===== src/rtl/datapath_sequencer_pkg.sv =====
// datapath_sequencer_pkg: shared state encoding, opcodes and default RF slots for the datapath sequencer.
package datapath_sequencer_pkg;
  localparam int DEF_WORDSIZE = 64;
  localparam logic [4:0] DEF_RF_SLOT_A = 5'd0;
  localparam logic [4:0] DEF_RF_SLOT_B = 5'd1;
  localparam logic [4:0] DEF_RF_SLOT_R = 5'd2;
  localparam logic OP_ADD = 1'b0;
  localparam logic OP_SUB = 1'b1;
  typedef enum logic [3:0] {
    IDLE = 4'd0,
    RD_A = 4'd1,
    WB_A = 4'd2,
    RD_B = 4'd3,
    WB_B = 4'd4,
    EXEC = 4'd5,
    WB_R = 4'd6,
    ST   = 4'd7,
    DONE = 4'd8
  } state_e;
endpackage


===== src/rtl/datapath_sequencer.sv =====
// datapath_sequencer: start/busy/done controller moving two DM operands through the RF and adder back to DM.
module datapath_sequencer
  import datapath_sequencer_pkg::*;
#(
  parameter int WORDSIZE = DEF_WORDSIZE,
  parameter logic [4:0] RF_SLOT_A = DEF_RF_SLOT_A,
  parameter logic [4:0] RF_SLOT_B = DEF_RF_SLOT_B,
  parameter logic [4:0] RF_SLOT_R = DEF_RF_SLOT_R
) (
  input  logic                clk,
  input  logic                rst_n,
  input  logic                start,
  input  logic                op,
  input  logic [4:0]          src_a,
  input  logic [4:0]          src_b,
  input  logic [4:0]          dst,
  output logic                busy,
  output logic                done,
  output logic [WORDSIZE-1:0] result,
  output logic                overflow,
  output logic [4:0]          dm_addr,
  output logic [WORDSIZE-1:0] dm_data_input,
  output logic                dm_write_enable,
  output logic                dm_read,
  input  logic [WORDSIZE-1:0] dm_data_output,
  output logic                rf_write_en,
  output logic [4:0]          rf_write_addr,
  output logic [WORDSIZE-1:0] rf_write_data,
  output logic [4:0]          rf_addr_a,
  output logic [4:0]          rf_addr_b,
  input  logic [WORDSIZE-1:0] rf_data_a,
  input  logic [WORDSIZE-1:0] rf_data_b,
  output logic [WORDSIZE-1:0] factor_a,
  output logic [WORDSIZE-1:0] factor_b,
  output logic                operation,
  input  logic [WORDSIZE-1:0] adder_result
);
  state_e state_q, state_d;
  logic op_q;
  logic [4:0] src_a_q, src_b_q, dst_q;
  logic [WORDSIZE-1:0] result_q, factor_a_q, factor_b_q;
  logic overflow_q, ovf;
  logic sign_a, sign_b, sign_r;
  assign sign_a = factor_a_q[WORDSIZE-1];
  assign sign_b = factor_b_q[WORDSIZE-1];
  assign sign_r = adder_result[WORDSIZE-1];
  // subtraction overflows when operand signs differ, addition when they match
  assign ovf = ((op_q == OP_SUB) ? (sign_a != sign_b) : (sign_a == sign_b)) && (sign_r != sign_a);
  always_ff @(posedge clk) begin
    if (!rst_n) begin
      state_q    <= IDLE;
      op_q       <= 1'b0;
      src_a_q    <= '0;
      src_b_q    <= '0;
      dst_q      <= '0;
      result_q   <= '0;
      overflow_q <= 1'b0;
      factor_a_q <= '0;
      factor_b_q <= '0;
    end else begin
      state_q <= state_d;
      if (state_q == IDLE && start) begin
        op_q    <= op;
        src_a_q <= src_a;
        src_b_q <= src_b;
        dst_q   <= dst;
      end
      if (state_q == EXEC) begin
        factor_a_q <= rf_data_a;
        factor_b_q <= rf_data_b;
      end
      if (state_q == WB_R) begin
        result_q   <= adder_result;
        overflow_q <= ovf;
      end
    end
  end
  always_comb begin
    state_d = (state_q == IDLE) ? (start ? RD_A : IDLE) :
              (state_q == DONE) ? IDLE : state_e'(state_q + 4'd1);
    busy = state_q != IDLE;
    done = state_q == DONE;
    dm_read = (state_q == RD_A) || (state_q == RD_B);
    dm_write_enable = state_q == ST;
    dm_addr = (state_q == RD_A) ? src_a_q :
              (state_q == RD_B) ? src_b_q :
              (state_q == ST)   ? dst_q : 5'd0;
    dm_data_input = (state_q == ST) ? result_q : '0;
    rf_write_en = (state_q == WB_A) || (state_q == WB_B) || (state_q == WB_R);
    rf_write_addr = (state_q == WB_A) ? RF_SLOT_A :
                    (state_q == WB_B) ? RF_SLOT_B :
                    (state_q == WB_R) ? RF_SLOT_R : 5'd0;
    rf_write_data = (state_q == WB_R) ? adder_result :
                    ((state_q == WB_A) || (state_q == WB_B)) ? dm_data_output : '0;
    rf_addr_a = (state_q == EXEC) ? RF_SLOT_A : 5'd0;
    rf_addr_b = (state_q == EXEC) ? RF_SLOT_B : 5'd0;
  end
  assign factor_a  = factor_a_q;
  assign factor_b  = factor_b_q;
  assign operation = op_q;
  assign result    = result_q;
  assign overflow  = overflow_q;
endmodule


===== config.mk =====
export PLATFORM = sky130hd
export DESIGN_NAME = datapath_sequencer
export DESIGN_NICKNAME = d
export VERILOG_FILES = /design/src/rtl/datapath_sequencer_pkg.sv /design/src/rtl/datapath_sequencer.sv
export SDC_FILE = /design/constraint.sdc
export NUM_CORES = 1
export LEC_CHECK = 0
export BUFFER_PORTS_ARGS = -buffer_cell sky130_fd_sc_hd__buf_2
export CAP_MARGIN = 10
export CORE_AREA = 2 2 243 245
export DETAILED_ROUTE_END_ITERATION = 8
export DIE_AREA = 0 0 245 247
export GPL_TIMING_DRIVEN = 0
export SLEW_MARGIN = 10
export SYNTH_ARGS = -nofsm -noshare
export SYNTH_HDL_FRONTEND = slang
export SYNTH_SLANG_ARGS = --single-unit
export TNS_END_PERCENT = 5

===== constraint.sdc =====
create_clock -name clk -period 2.9 [get_ports clk]
set_clock_uncertainty 0.05 [all_clocks]
set_input_delay 0.58 -clock clk [delete_from_list [all_inputs] [get_ports clk]]
set_output_delay 0.58 -clock clk [all_outputs]
set_load 0.005 [all_outputs]

-- After elaboration in Yosys (flattened, before gate mapping)
Cells that the tools add are included.
- output and inout port bits: 347
- register bits: 213
- input port bits: 275
- reduce and logical (&&, ||, !) cells: 7
- equality and inequality tests: 11
- add/sub/neg operators: 1
- multiplexer cells: 14
- operator list (operator ; count):
    2-to-1 mux 64 bit ; 3
    equality test 4 x 3 -> 1 bit, second input constant ; 4
    2-to-1 mux 5 bit ; 3
    equality test 4 x 2 -> 1 bit, second input constant ; 2
    2-to-1 mux 4 bit ; 2
    2-to-1 mux 2 bit ; 3
    adder 4 x 1 -> 4 bit, second input constant ; 1
    equality test 4 x 1 -> 1 bit, second input constant ; 1
    equality test 4 bit, second input constant ; 1
    logical NOT 4 bit ; 1
    nonzero test 4 bit ; 1
    logical OR 1 bit ; 3
    2-to-1 mux 1 bit ; 3
    logical AND 1 bit ; 2
    != test 1 bit ; 2
    equality test 1 bit ; 1

-- Depth between registers and ports, before layout
Gate-level depths: netlist of run 1.
- depth in word-level cells: 4
- gate-level depth with buffers: 8
- mapped depth without buffers: 6

-- Worst setup path after synthesis of run 1
Ideal clock, no wire load.
- path kind: register to output
- start point: reg state_q[0]
- end point: out rf_write_data[0]
- arrival: 1511 ps
- slack: 759 ps
- cell stages (with the launch flop): 7
- cells stage by stage: dfxtp_1 -> inv_1 -> ha_1 -> nand3b_2 -> a21oi_4 -> buf_6 -> a22o_1
- word-level cells in the longest chain between the ends: 4
- elaborated cells between the ends (all ways): 6
- classes of those cells: 3 x eq/ne; 2 x mux; 1 x reduce/logical
- ends and longest elaborated chain (what ; line ; text):
    start: declaration ; datapath_sequencer.sv:38 ; state_e state_q, state_d;
    start signal: assignment ; datapath_sequencer.sv:61 ; state_q <= state_d;
    equality test 4 x 2 -> 1 bit or equality test 4 x 3 -> 1 bit (tied branches) ; datapath_sequencer.sv:94 ; ((state_q == WB_A) || (state_q == WB_B)) ? dm_data_output : '0;
    logical OR 1 bit ; datapath_sequencer.sv:94 ;
    2-to-1 mux 64 bit ; datapath_sequencer.sv:94 ;
    2-to-1 mux 64 bit (*) ; datapath_sequencer.sv:93 ; rf_write_data = (state_q == WB_R) ? adder_result :
    end: declaration ; datapath_sequencer.sv:28 ; output logic [WORDSIZE-1:0] rf_write_data,
Every way passes the cells marked *; elsewhere a longest branch is shown, timed or not.

-- Final worst setup path of run 1
- start point: reg state_q[0]
- end point: out rf_write_data[61]
The elaborated chain is that of the path after synthesis.

==> run_results.csv, run 1 <==
group,metric,value,unit
status,outcome,"completed",
setup_path,worstSetupStartpointType,"flop",
setup_path,required,2.27,ns
global_routing,antenna_found_initial,8,
die,row_count,89,
setup_path,cp_slowest_cell,"dfxtp_4",
synthesis,synthTopCellsByCount,"nand2_1 (418), dfxtp_1 (213), a21boi_0 (107)",
route,first_iter_violations,361,
synthesis,yosysMostFrequentCell,"nand2_1",
synthesis,synthTopCellsByArea,"dfxtp_1 (45%), nand2_1 (17%), a21boi_0 (8.5%)",
route,route.met2.wl,26700,um
sta,worst_pin_slew,0.845,ns
global_routing,grt_start_max_net_pins,13,
sta,drv_slew,0,
synthesis,ys.flop_type,"dfxtp_1",
cts,clockRootBuffer,"clkbuf_16",
setup_path,path_delay_family,"buffers and inverters",
synthesis,netlist_area,0.00944,mm2
die,initial_core_util,0.162,
setup_path,worst_ep_arrival_time,2.21,ns
die,die-area,0.0605,mm2
min_path,hold_end,"factor_a[39]",
setup_path,endpoint_kind,"primary output",
finish,drive_gt1_frac,0.422,
power_and_ir_drop,power_frac_seq,0.422,
finish,syn_to_final_growth,55.8,%
sta,fin_crit_sh,0.981,
global_routing,overflow,0,
setup_path,path_cells,"inv_2 -> ha_4 -> nand3b_4 -> a21oi_4 -> buf_12 -> buf_8 -> a22o_1 -> buf_2",
power_and_ir_drop,ir_drop,0.000386,V
sta,setup_viol_count_final,0,
cts,cts_made_buffers,26,
setup_path,worstRegToRegCells,7,
sta,max_freq,352,MHz
route,highest_layer,"met5",
placed_design,globalplace.congestion,0.959,
power_and_ir_drop,p_leak,6.92,nW
die,core_area,0.0582,mm2
placed_design,hpwl,45200,um
cts,worstSkewPairLatency,0.54,ns
route,met3WireLength,4480,um
power_and_ir_drop,p_per_area,478,mW/mm2
route,wl_per_cell,21.1,um
global_routing,grtUsageTotal,0.170,
power_and_ir_drop,power_frac_clock,0.492,
power_and_ir_drop,cell_internal_pwr,5.36,mW
power_and_ir_drop,swShare,0.238,
synthesis,synthCells,1133,
sta,period_needed,2.84,ns
finish,design_area,0.0147,mm2
die,die_w,245,um
cts,cts_tree,"built",
route,num_vias,10600,
route,ant_nets,0,
synthesis,synth-seq-cells,213,
setup_path,r2r_setup_slack,0.94,ns
min_path,hold_class,"input pin to flop",
route,drcViolationCount,0,
synthesis,ys_seq_area_frac,0.452,
global_routing,grt_pass1_wl,73700,um
die,pin_count,622,
synthesis,syn-mean-instance-area,8.33,um2
finish,final_core_util,0.253,
synthesis,synth_top_cell_by_area,"dfxtp_1",
synthesis,synth_cell_type_count,34,
cts,clock-sinks,213,
synthesis,netlist.area_leader.share,0.452,
setup_path,max_stage_delay,0.37,ns
synthesis,synth-edff-count,0,
synthesis,async_reset_ff_frac,0,
placed_design,postPlaceCellArea,0.0135,mm2
finish,num-fill-cells,6544,
sta,slew_headroom,0.436,
route,drt_pass1_iterations,5,
cts,clockBufferDepth,3,
placed_design,portBuffers,608,
setup_path,cp_max_fo,10,
setup_path,reg2reg_from,"state_q[0]",
synthesis,yosys_warnings,0,
setup_path,critPathKind,"flop to primary output",
run,drv_cap,0,
route,vias_per_cell,4.11,
cts,cts.htree.levels,1,
min_path,hold_start,"rf_data_a[39]",
sta,rsz0062_at_grt,"true",
min_path,hold_depth,3,
cts,clk_pin_slew_worst_paths,0.06,ns
power_and_ir_drop,p_switching,1.68,mW
route,wl,54600,um
sta,setup_tns,0,ns
setup_path,r2r_end,"result[62]",
route,wl_met1,20000,um
power_and_ir_drop,power_frac_comb,0.086,
sta,hold_viol_final,0,
global_routing,grt_pass1_vias,10300,
setup_path,crit_buf_inv,4,
finish,nets,2063,
die,chipHeight,247,um
==> per-layer routing <==
layer / track usage / up-vias
li1: - / 5021
met1: 0.180 / 4925
met2: 0.303 / 556
met3: 0.0442 / 106
met4: 0.0994 / 2
met5: 0 / -
==> tightest hold or removal path, stage by stage <==
cell,delay [ns]
buf_2,0.09
nand2_1,0.04
a21boi_1,0.04
==> flip-flops by register name, summed over array words and instances, names as in the netlist <==
| register | flops |
|---|---|
| dst_q | 5 |
| factor_a | 64 |
| factor_b | 64 |
| operation | 1 |
| overflow | 1 |
| result | 64 |
| src_a_q | 5 |
| src_b_q | 5 |
| state_q | 4 |
==> cell usage in the layout, fill, tap and decap left out, drive strengths merged, types with 2 or more instances in the layout <==
| master | n |
|---|---|
| dfxtp | 213 |
| nand2b | 2 |
| nor2 | 6 |
| nor2b | 5 |
| inv | 3 |
| nand2 | 418 |
| diode | 5 |
| a22o | 64 |
| and2 | 66 |
| and3b | 4 |
| nand3 | 5 |
| a21oi | 8 |
| clkinvlp | 2 |
| bufinv | 3 |
| ha | 4 |
| mux2i | 2 |
| clkinv | 4 |
| buf | 684 |
| a21boi | 210 |
| nand3b | 3 |
| a32oi | 5 |
| conb | 12 |
| clkbuf | 73 |
| o21ai | 3 |
==> stage by stage <==
| step | power [mW] | hold slack, ns | cells | worst slack (ns) |
|---|---|---|---|---|
| detailed placement | 3.60 | 0.394 | 2525 | -0.0301 |
| finish | 7.03 | 0.217 | 2581 | 0.0561 |
| global placement | 3.60 | 0.389 | 2525 | -0.0217 |
| floorplan | 3.23 | 0.385 | 1144 | 0.759 |
| CTS | 7.12 | 0.172 | 2575 | -0.0661 |
| global route | 7.28 | 0.193 | 2577 | -0.0209 |
==> worst max-delay path by stage <==
stage                          start           endpoint  slack [ns]  depth (start not counted)
after floorplan           state_q[0]   rf_write_data[0]        0.76                          6
after global placement    state_q[0]  rf_write_data[38]       -0.02                          7
after detailed placement  state_q[0]  rf_write_data[38]       -0.03                          7
after CTS                 state_q[0]  rf_write_data[17]       -0.07                          9
after global routing      state_q[0]  rf_write_data[28]       -0.02                          8
final                     state_q[0]  rf_write_data[61]        0.06                          8
==> what timing repair did <==
item	CTS	global route
hold buffers	0	0
pin swaps	4	2
endpoints found under the setup margin	124	94
resized for setup	51	12
setup buffers	3	2
==> layout make-up <==
| cell class | count | area [um2] | share of cell area |
|---|---|---|---|
| timing repair buffer | 613 | 3140 | 0.213 |
| multi-input combinational | 821 | 4710 | 0.320 |
| sequential | 213 | 4270 | 0.290 |
| buffer | 106 | 697 | 0.0474 |
| clock inverter | 9 | 125 | 0.00850 |
| antenna | 5 | 12.5 | 0.000850 |
| tap | 773 | 967 | 0.0657 |
| clock buffer | 38 | 777 | 0.0528 |
| inverter | 3 | 11.3 | 0.000765 |
==> power by group through the flow <==
stage	logic (mW)	registers, mW	clock network, mW
finish	0.605	2.96	3.46
global route	0.650	2.97	3.66
floorplan	0.206	3.02	0
CTS	0.597	2.96	3.56
global placement	0.573	3.03	0
detailed placement	0.569	3.03	0
==> cells by family (layout without fill, tap and decap cells) <==
| family | after synthesis | count (layout) | share of synthesized area |
|---|---|---|---|
| compound gates | 290 | 290 | 0.238 |
| xor+xnor | 1 | 1 | 0.000928 |
| fa+ha+maj | 4 | 4 | 0.00530 |
| buf+inv | 110 | 769 | 0.0714 |
| flops | 213 | 213 | 0.452 |
| mux | 2 | 2 | 0.00212 |
| other cells | 1 | 17 | 0.000397 |
| simple gates | 512 | 512 | 0.230 |
Note: power is estimated with default switching activity, not from simulation.
==> run 2, diff against run 1 <==
--- a/config.mk
+++ b/config.mk
@@ -7,10 +7,14 @@
 export LEC_CHECK = 0
 export BUFFER_PORTS_ARGS = -buffer_cell sky130_fd_sc_hd__buf_2
 export CAP_MARGIN = 10
-export CORE_AREA = 2 2 243 245
+export CELL_PAD_IN_SITES_DETAIL_PLACEMENT = 1
+export CELL_PAD_IN_SITES_GLOBAL_PLACEMENT = 2
+export CORE_AREA = 2 2 245 247
+export CTS_BUF_LIST = sky130_fd_sc_hd__clkbuf_4 sky130_fd_sc_hd__clkbuf_8 sky130_fd_sc_hd__clkbuf_16
 export DETAILED_ROUTE_END_ITERATION = 8
-export DIE_AREA = 0 0 245 247
+export DIE_AREA = 0 0 247 249
 export GPL_TIMING_DRIVEN = 0
+export PLACE_DENSITY_LB_ADDON = 0.1
 export SLEW_MARGIN = 10
 export SYNTH_ARGS = -nofsm -noshare
 export SYNTH_HDL_FRONTEND = slang
==> run_results.csv, run 2 (synthesis gave the netlist of run 1 again) <==
group,metric,value,unit
global_routing,met2_usage,0.316,
finish,nets,2067,
placed_design,globalplace.congestion,0.846,
finish,syn_to_final_growth,55.9,%
sta,drv_slew,0,
route,vias_per_cell,4.06,
sta,worst_pin_slew,0.885,ns
sta,period_needed,2.83,ns
setup_path,worstSetupStartpointType,"flop",
status,outcome,"completed",
placed_design,portBuffers,608,
route,wl,57000,um
global_routing,grt_pass1_vias,10700,
global_routing,busiest_layer,"met2",
global_routing,grt_pass1_wl,78700,um
power_and_ir_drop,ir_drop,0.000343,V
setup_path,endpoint_kind,"primary output",
sta,slew_headroom,0.410,
cts,clockBufferDepth,3,
route,ant_nets,0,
power_and_ir_drop,p_per_area,492,mW/mm2
sta,max_freq,353,MHz
power_and_ir_drop,p_switching,1.77,mW
setup_path,critPathKind,"flop to primary output",
power_and_ir_drop,swShare,0.245,
global_routing,met1_usage,0.195,
placed_design,dp_slack,-0.157,ns
cts,cts.htree.levels,1,
setup_path,required,2.27,ns
min_path,hold_class,"input pin to flop",
die,core_area,0.0587,mm2
global_routing,grtUsageMet3,0.0709,
global_routing,antenna_found_initial,32,
cts,clock-sinks,213,
finish,final_common_cell,"buf_2",
route,drcViolationCount,0,
die,die_w,247,um
sta,rsz0062_at_grt,"true",
cts,clk_pin_slew_worst_paths,0.06,ns
die,pin_count,622,
placed_design,hpwl,46100,um
power_and_ir_drop,p_leak,6.93,nW
die,chipHeight,249,um
setup_path,cp_max_fo,10,
route,wl_per_cell,22.0,um
cts,clockRootBuffer,"clkbuf_16",
sta,fin_crit_sh,0.976,
global_routing,overflow,0,
global_routing,grtUsageTotal,0.177,
global_routing,grt_start_max_net_pins,15,
finish,final_cell_mix,"buf_2 (637), nand2_1 (418), dfxtp_1 (211), a21boi_0 (107), a21boi_1 (103)",
cts,hold_buffers,0,
power_and_ir_drop,power_frac_seq,0.410,
cts,cts_tree,"built",
die,initial_core_util,0.161,
sta,setup_viol_count_final,0,
run,drv_cap,0,
finish,multi_input_area,0.00464,mm2
cts,worstSkewPairLatency,0.57,ns
finish,drive_gt1_frac,0.421,
die,row_count,89,
sta,hold_viol_final,0,
setup_path,worst_ep_arrival_time,2.20,ns
power_and_ir_drop,power_frac_comb,0.079,
route,num_vias,10500,
route,first_iter_violations,268,
route,drt_pass1_iterations,4,
power_and_ir_drop,power_frac_clock,0.512,
sta,fin_ws,0.0696,ns
cts,cts_made_buffers,30,
die,die-area,0.0615,mm2
finish,num-fill-cells,7144,
sta,setup_tns,0,ns
power_and_ir_drop,cell_internal_pwr,5.47,mW
finish,ff_latch_area,0.00427,mm2
run 2: layer usage:
metal / vias to the layer above / part of all wire
met3: 103 / 0.10
met1: 4940 / 0.38
li1: 5035 / -
met4: 46 / 0.019
met2: 391 / 0.50
met5: - / 0.0048
run 2: repair_timing:
action	in CTS	in global routing
endpoints found under the setup margin	129	116
setup buffers	4	0
pin swaps	5	1
gates resized for setup	33	22
run 2: area by class of cell:
cell class,instances,share of cell area
repair buffers,612,0.210
well taps,773,0.0657
multi-input cells,821,0.315
diodes,7,0.00119
plain buffers,107,0.0504
clock inverters,7,0.00434
inverters,3,0.000935
clock buffers,45,0.0620
flip-flops and latches,213,0.290
run 2: final timing paths:
check | from | endpoint | slack, ns | cells after the start
min reg2reg | factor_a[27] | factor_a[27] | 0.40 | 2
max reg2reg | state_q[0] | result[4] | 0.98 | 7
max | state_q[0] | rf_write_data[2] | 0.07 | 8
min | rf_data_a[38] | factor_a[38] | 0.19 | 3
run 2: power groups by stage:
stage	clock network, mW	logic, mW	registers, mW
floorplan	0	0.206	3.02
CTS	3.86	0.575	2.96
finish	3.71	0.570	2.97
detailed placement	0	0.559	3.03
global route	3.99	0.626	2.97
global placement	0	0.555	3.03
run 2: through the flow:
step                hold slack (ns)  instances  total power, mW  utilization  cell area, um2
floorplan                     0.385       1144             3.23            -            9480
global placement              0.389       2525             3.58        0.230           13500
detailed placement            0.392       2525             3.59        0.230           13500
CTS                           0.154       2581             7.40        0.249           14600
global route                  0.166       2582             7.58        0.251           14700
finish                        0.192       2588             7.24        0.251           14700
run 2: critical path, stage by stage (launching register included):
cell	delay [ns]
dfxtp_4	0.39
inv_4	0.06
ha_4	0.17
and3b_1	0.17
buf_6	0.13
buf_12	0.15
buf_12	0.15
a22o_1	0.27
buf_2	0.14
==> run 3, diff against run 2 <==
--- a/config.mk
+++ b/config.mk
@@ -7,8 +7,8 @@
 export LEC_CHECK = 0
 export BUFFER_PORTS_ARGS = -buffer_cell sky130_fd_sc_hd__buf_2
 export CAP_MARGIN = 10
-export CELL_PAD_IN_SITES_DETAIL_PLACEMENT = 1
-export CELL_PAD_IN_SITES_GLOBAL_PLACEMENT = 2
+export CELL_PAD_IN_SITES_DETAIL_PLACEMENT = 0
+export CELL_PAD_IN_SITES_GLOBAL_PLACEMENT = 1
 export CORE_AREA = 2 2 245 247
 export CTS_BUF_LIST = sky130_fd_sc_hd__clkbuf_4 sky130_fd_sc_hd__clkbuf_8 sky130_fd_sc_hd__clkbuf_16
 export DETAILED_ROUTE_END_ITERATION = 8
==> run_results.csv, run 3 (synthesis gave the netlist of run 1 again) <==
group,metric,value,unit
route,wl_per_cell,20.1,um
sta,hold_viol_final,0,
placed_design,hpwl,42200,um
power_and_ir_drop,p_switching,1.72,mW
finish,design_area,0.0147,mm2
power_and_ir_drop,power_frac_clock,0.519,
die,die-area,0.0615,mm2
cts,cts.htree.levels,1,
global_routing,busiest_layer,"met2",
min_path,hold_class,"input pin to flop",
power_and_ir_drop,p_leak,6.91,nW
run,drv_cap,0,
power_and_ir_drop,ir_drop,0.000302,V
cts,cts_made_buffers,29,
power_and_ir_drop,swShare,0.234,
finish,final_common_cell,"buf_2",
global_routing,antenna_found_initial,19,
placed_design,place_inst,2525,
finish,final_core_util,0.251,
cts,clockBufferDepth,3,
finish,syn_to_final_growth,55.8,%
power_and_ir_drop,power_frac_comb,0.077,
route,num_vias,10300,
power_and_ir_drop,p_per_area,498,mW/mm2
route,wl,52100,um
finish,num-fill-cells,6651,
route,first_iter_violations,347,
global_routing,grt_start_max_net_pins,14,
route,drcViolationCount,0,
status,outcome,"completed",
finish,final_cell_mix,"buf_2 (638), nand2_1 (418), dfxtp_1 (211), a21boi_0 (107), a21boi_1 (103)",
route,vias_per_cell,3.97,
cts,clk_pin_slew_worst_paths,0.06,ns
die,row_count,89,
cts,clock-sinks,213,
global_routing,grt_pass1_wl,72500,um
power_and_ir_drop,power_frac_seq,0.404,
finish,nets,2067,
finish,instances_no_fill,2592,
power_and_ir_drop,cell_internal_pwr,5.61,mW
global_routing,overflow,0,
setup_path,required,2.27,ns
sta,setup_viol_count_final,0,
cts,clockRootBuffer,"clkbuf_16",
global_routing,met1_usage,0.173,
global_routing,grtUsageTotal,0.161,
setup_path,worstSetupStartpointType,"flop",
sta,drv_slew,0,
setup_path,critPathKind,"flop to primary output",
die,pin_count,622,
sta,period_needed,2.81,ns
setup_path,endpoint_kind,"primary output",
route,drt_pass1_iterations,4,
cts,cts_tree,"built",
placed_design,globalplace.congestion,0.814,
global_routing,grtUsageMet3,0.0523,
die,chipHeight,249,um
sta,fin_crit_sh,0.969,
global_routing,met2_usage,0.299,
cts,worstSkewPairLatency,0.54,ns
die,die_w,247,um
finish,drive_gt1_frac,0.419,
global_routing,grt_pass1_vias,10400,
sta,rsz0062_at_grt,"true",
route,ant_nets,0,
sta,worst_pin_slew,0.885,ns
placed_design,portBuffers,608,
die,initial_core_util,0.161,
sta,slew_headroom,0.410,
setup_path,cp_max_fo,10,
setup_path,worst_ep_arrival_time,2.18,ns
sta,max_freq,356,MHz
die,core_area,0.0587,mm2
placed_design,postPlaceCellArea,0.0135,mm2
## run 3: layer usage
metal  vias up  routed length [um]
met2       363               26700
met5         -                 183
met1      4788               19800
met4        28                1140
li1       5046                   -
met3        78                4250
## run 3: worst paths after layout
path                                    start           endpoint  slack [ns]  cells past startpoint
worst max-delay path               state_q[0]  rf_write_data[33]        0.09                      9
worst min-delay path            rf_data_a[30]       factor_a[30]        0.21                      3
worst max register to register     state_q[1]       factor_b[57]        1.03                      7
worst min register to register   factor_b[21]       factor_b[21]        0.40                      2
## run 3: critical path: stages, from the launching register on
cell	delay, ns
dfxtp_4	0.37
inv_2	0.07
ha_4	0.17
nand3b_4	0.16
a21oi_4	0.15
buf_12	0.13
buf_6	0.11
buf_8	0.13
a22o_1	0.19
buf_2	0.14
## run 3: what timing repair did
item | in CTS | in global routing
setup endpoints to repair | 125 | 100
pin swaps | 3 | 2
gates resized for setup | 30 | 11
setup buffers | 5 | 1
hold buffers | 0 | 0
## run 3: power by group through the flow
stage / combinational [mW] / sequential (mW) / clock, mW
floorplan: 0.206 / 3.02 / 0
global placement: 0.552 / 3.03 / 0
detailed placement: 0.552 / 3.03 / 0
CTS: 0.570 / 2.96 / 3.95
global route: 0.620 / 2.97 / 4.06
finish: 0.564 / 2.97 / 3.80
## run 3: final cells by class
type	instances	area, um2	share of cell area
Inverter	3	11.3	0.000765
Buffer	106	713	0.0485
Clock buffer	41	847	0.0576
Multi-Input combinational cell	821	4600	0.313
Clock inverter	12	164	0.0111
Antenna cell	9	22.5	0.00153
Timing Repair Buffer	614	3120	0.212
Tap cell	773	967	0.0657
Sequential cell	213	4270	0.290
## run 3: metrics by stage
stage / hold slack (ns) / setup slack, ns / total power [mW] / TNS (ns)
6_report: 0.212 / 0.0888 / 7.33 / 0
5_1_grt: 0.191 / -0.00471 / 7.65 / -0.00471
4_1_cts: 0.164 / -0.0146 / 7.48 / -0.0160
3_5_place_dp: 0.395 / -0.0287 / 3.58 / -0.0287
3_3_place_gp: 0.389 / 0.0218 / 3.58 / 0
2_1_floorplan: 0.385 / 0.759 / 3.23 / 0
